--- config.mk ---
export PLATFORM = sky130hd
export DESIGN_NAME = ram_result_writer
export DESIGN_NICKNAME = d
export VERILOG_FILES = /design/src/rtl/systolic_pkg.sv /design/src/rtl/pe_lane_narrow.sv /design/src/rtl/ram_result_writer.sv
export SDC_FILE = /design/constraint.sdc
export NUM_CORES = 1
export LEC_CHECK = 0
export ABC_AREA = 0
export CAP_MARGIN = 5
export CORE_ASPECT_RATIO = 0.7
export CORE_MARGIN = 4
export CORE_UTILIZATION = 44
export CTS_CLUSTER_DIAMETER = 120
export DETAILED_ROUTE_END_ITERATION = 12
export PLACE_DENSITY = 0.87
export SLEW_MARGIN = 40
export SYNTH_ARGS = -nofsm -noshare
export SYNTH_HDL_FRONTEND = slang
export SYNTH_SLANG_ARGS = --single-unit
export TNS_END_PERCENT = 1
--- constraint.sdc ---
create_clock -name clk -period 2.6 [get_ports clk]
set_input_delay 0.52 -clock clk [delete_from_list [all_inputs] [get_ports clk]]
set_output_delay 0.52 -clock clk [all_outputs]
set_load 0.05 [all_outputs]
--- src/rtl/systolic_pkg.sv ---
// Shared types and default sizes for the brightness-filter datapath.
// Writer FSM states live here so the loader and writer can share them.
package systolic_pkg;

  localparam int DEF_RAM_ADDR_WIDTH = 6;
  localparam int DEF_RAM_DATA_WIDTH = 8;
  localparam int DEF_PE_DATA_WIDTH  = 16;
  localparam int DEF_DEPTH          = 4;

  typedef enum logic [1:0] {
    IDLE,
    ACCEPT,
    WRITE,
    DONE_ST
  } writer_state_t;

endpackage

--- src/rtl/pe_lane_narrow.sv ---
// Narrows one PE result lane to a RAM byte.
// RAM_WRITER_SATURATE_EN selects unsigned clamping instead of truncation.
module pe_lane_narrow #(
  parameter int PE_DATA_WIDTH  = 16,
  parameter int RAM_DATA_WIDTH = 8
) (
  input  logic [PE_DATA_WIDTH-1:0]  pe_data,
  output logic [RAM_DATA_WIDTH-1:0] ram_data
);

`ifdef RAM_WRITER_SATURATE_EN
  localparam logic [PE_DATA_WIDTH-1:0] MAX_VAL =
    {{(PE_DATA_WIDTH-RAM_DATA_WIDTH){1'b0}},
     {RAM_DATA_WIDTH{1'b1}}};

  assign ram_data = (pe_data > MAX_VAL)
                  ? {RAM_DATA_WIDTH{1'b1}}
                  : pe_data[RAM_DATA_WIDTH-1:0];
`else
  logic unused_hi;

  // Upper bits are dropped on purpose when truncating
  assign unused_hi = ^pe_data[PE_DATA_WIDTH-1:RAM_DATA_WIDTH];
  assign ram_data  = pe_data[RAM_DATA_WIDTH-1:0];
`endif

endmodule

--- src/rtl/ram_result_writer.sv ---
// Unpacks PE result blocks lane by lane into the output RAM.
// Lane narrowing mode follows RAM_WRITER_SATURATE_EN (see pe_lane_narrow).
module ram_result_writer
  import systolic_pkg::*;
#(
  parameter int RAM_ADDR_WIDTH = DEF_RAM_ADDR_WIDTH,
  parameter int RAM_DATA_WIDTH = DEF_RAM_DATA_WIDTH,
  parameter int PE_DATA_WIDTH  = DEF_PE_DATA_WIDTH,
  parameter int DEPTH          = DEF_DEPTH
) (
  input  logic                            clk,
  input  logic                            reset,
  input  logic                            start,
  input  logic [PE_DATA_WIDTH*DEPTH-1:0]  data_in,
  input  logic                            data_valid,
  output logic                            data_ready,
  output logic [RAM_ADDR_WIDTH-1:0]       ram_address,
  output logic [RAM_DATA_WIDTH-1:0]       ram_data,
  output logic                            ram_wren,
  output logic                            busy,
  output logic                            done
);

  localparam int LW = (DEPTH > 1) ? $clog2(DEPTH) : 1;
  localparam logic [RAM_ADDR_WIDTH-1:0] LAST_BASE =
    RAM_ADDR_WIDTH'(2**RAM_ADDR_WIDTH - DEPTH);
  localparam logic [RAM_ADDR_WIDTH-1:0] STEP =
    RAM_ADDR_WIDTH'(DEPTH);
  localparam logic [LW-1:0] LAST_LANE = LW'(DEPTH-1);

  writer_state_t             state;
  logic [RAM_ADDR_WIDTH-1:0] base_addr;
  logic [LW-1:0]             lane;
  logic [PE_DATA_WIDTH-1:0]  buffer [DEPTH];
  logic [RAM_DATA_WIDTH-1:0] lane_byte;
  logic                      in_write;

  always_ff @(posedge clk) begin
    if (reset) begin
      state     <= IDLE;
      base_addr <= '0;
      lane      <= '0;
      for (int i = 0; i < DEPTH; i++) buffer[i] <= '0;
    end else begin
      unique case (state)
        IDLE: begin
          if (start) begin
            state     <= ACCEPT;
            base_addr <= '0;
          end
        end
        ACCEPT: begin
          if (data_valid) begin
            state <= WRITE;
            lane  <= '0;
            for (int i = 0; i < DEPTH; i++)
              buffer[i] <= data_in[i*PE_DATA_WIDTH +: PE_DATA_WIDTH];
          end
        end
        WRITE: begin
          if (lane == LAST_LANE) begin
            lane      <= '0;
            base_addr <= base_addr + STEP;
            // Last block of the frame goes to DONE_ST, never wraps
            state     <= (base_addr == LAST_BASE) ? DONE_ST : ACCEPT;
          end else begin
            lane <= lane + 1'b1;
          end
        end
        DONE_ST: state <= IDLE;
        default: state <= IDLE;
      endcase
    end
  end

  pe_lane_narrow #(
    .PE_DATA_WIDTH (PE_DATA_WIDTH),
    .RAM_DATA_WIDTH(RAM_DATA_WIDTH)
  ) u_narrow (
    .pe_data (buffer[lane]),
    .ram_data(lane_byte)
  );

  assign in_write    = (state == WRITE);
  assign data_ready  = (state == ACCEPT);
  assign busy        = (state != IDLE);
  assign done        = (state == DONE_ST);
  assign ram_wren    = in_write;
  assign ram_address = in_write ? base_addr + RAM_ADDR_WIDTH'(lane) : '0;
  assign ram_data    = in_write ? lane_byte : '0;

endmodule
==> summary.txt <==
status - complete, no violations
Leak Pwr - 1.03 nW
die area - 5570 µm²
Fmax - 0.410 GHz
largest net degree at the start of global routing - 33
routed vias - 1342
Ys Warns - 0
Cell Area, Synth - 1950 µm²
Unique masters post-synth - 31
worst-margin pin slew - 0.546 ns
Root Buffer - clkbuf_8
clock power share - 28.7%
Internal - 1.06 mW
required time of the critical path - 2.08 ns
Comb power frac - 14.6%
Cells after Synth - 148
NetSw - 0.333 mW
Synth Flop Type - edfxtp_1
ANT nets after route - 0
GRT Util Overall - 16.0%
CTS tree - built
CP startpoint - state[1]
critical path class - flip-flop to output port
worst skew pair latency - 0.29 ns
Setup-failing EPs final - 0
chip height - 63.6 µm
fin crit share - 93.8%
reg2reg start - state[0]
IO Pins - 86
Hold Path Class - flip-flop to flip-flop
grt ovf - 0
Yosys reg bits - 42
port buffer count - 53
Cell Rows - 19
RSZ-0062 raised after global routing - false
Sum Neg Setup Slack - 0 ns
hold path start - base_addr[5]
vias per cell - 5.20
Final #Nets - 276
first-pass GRT wire length - 6.53 mm
Max Cap Viol - 0
final hold vios - 0
gpl congestion - 0.802
Clock H-tree levels - 2
layout cell share with drive strength beyond 1 - 18.4%
TritonCTS Buffers - 5
Die Width - 87.5 µm
ys async rst share - 0%
vias in the first global route - 1345
DRT iter0 DRCs - 87
PD cells - 520 nW/µm²
clk slew on worst S/H paths - 0.08 ns
switching share of total power - 24.0%
Final min period - 2.44 ns
residual DRC count - 0
core area - 4090 µm²
fill count - 322
initial antenna violation count - 0
critical path endpoint category - output port
HPWL after DPL - 3.11 mm
Slew Limit Fails - 0
Area Overhead vs Synth - 37.4%
synthesized area per cell - 13.1 µm²
Routed WL - 4.12 mm
Antenna diodes - 0
Reg power frac - 56.7%
WP data arrival - 1.92 ns
critical path startpoint category - flip-flop
first-pass detailed-route iteration total - 4
postcts setup bufs - 0
Rel. slew slack - 63.5%
Post-Route Skew - 0.00382 ns
Seq/Total Area, Yosys - 59.7%
Clock Sinks - 42
DR WL/cell - 16.0 µm
clock buffer depth - 2
number of synthesized flops with an enable pin - 32
Initial Utilization - 47.6%
VDD IR max - 0.362 mV
CP Max Fanout - 15
Core Util, Final - 65.4%
post-synthesis net count - 219
==> metal layers <==
layer  track usage [%]  part of all wire, %  up-vias
li1                  -                    -      642
met1              20.6                   42      644
met2              24.4                   47       48
met3              4.43                  7.8        8
met4              8.05                  2.4        0
met5                 0                    0        -
==> cells by family after synthesis <==
family | count (synthesis) | synth area share, %
simple gates | 68 | 21.4
flops | 42 | 59.7
compound gates | 15 | 4.69
buf+inv | 11 | 2.57
mux | 9 | 9.77
fa+ha+maj | 3 | 1.93
==> synthesized netlist by cell type (2+ instances only) <==
master    instances  area share [%]
inv_1             2            0.39
dfxtp_1          10              10
clkbuf_1          3            0.58
nor2_1            7             1.4
edfxtp_1         32              49
mux4_2            8             9.3
clkbuf_2          3            0.77
o21ai_0           3            0.77
and2_1           47              15
ha_1              3             1.9
a21oi_1           7             1.8
nand2_1           3            0.58
nor3_1            2            0.51
==> cells in the final DEF, fill, tap and decap left out, types with 5 or more instances in the layout <==
master | netlist | layout
mux4_2 | 8 | 8
and2_1 | 47 | 47
clkdlybuf4s50_1 | 0 | 38
buf_4 | 1 | 13
buf_12 | 0 | 7
nor2_1 | 7 | 7
edfxtp_1 | 32 | 32
dfxtp_1 | 10 | 9
clkbuf_8 | 0 | 5
a21oi_1 | 7 | 7
==> power groups by stage <==
stage          Sequential (mW)  Combinational (mW)  Clock, mW
2_1_floorplan            0.786               0.121          0
3_3_place_gp             0.799               0.198          0
3_5_place_dp             0.804               0.204          0
4_1_cts                  0.789               0.205      0.404
5_1_grt                  0.793               0.217      0.441
6_report                 0.787               0.203      0.399
==> through the flow <==
stage	hold slack, ns	power (mW)	setup slack, ns	instance area (µm²)	std cells
2_1_floorplan	0.441	0.906	0.130	1950	148
3_3_place_gp	0.453	0.997	0.143	2570	248
3_5_place_dp	0.460	1.01	0.293	2590	250
4_1_cts	0.471	1.40	0.0720	2670	258
5_1_grt	0.517	1.45	0.0360	2670	258
6_report	0.470	1.39	0.162	2670	258
==> layout make-up <==
cell class	count	area [µm²]	share of cell area, %
clock inverter	2	8.76	0.328
tap	52	65.1	2.43
clock buffer	6	72.6	2.72
multi-input combinational	95	734	27.5
timing repair buffer	58	618	23.1
sequential	42	1160	43.5
inverter	3	11.3	0.421
==> registers in the layout, summed over array words and instances, names as in the netlist, named ones only <==
name	count
lane	2
base_addr	4
buffer	32
state	2
==> critical path, stage by stage, from the launching register on <==
cell and delay, ns:
dfxtp_1 0.59, nand2b_1 0.22, inv_1 0.33, and2_1 0.31, buf_12 0.17
==> worst paths after layout <==
check,endpoint,slack [ns],depth (start not counted)
worst min register to register,base_addr[5],0.47,2
worst max register to register,buffer[1][3],0.84,5
worst min-delay path,base_addr[5],0.47,2
worst max-delay path,ram_address[5],0.16,4
==> what timing repair did <==
item / in CTS / in global routing
resized for setup: 0 / 1
hold endpoints to repair: 0 / 0
setup endpoints to repair: 0 / 7
hold buffers: 0 / 0
No activity file was read; power rests on OpenSTA's default activity.
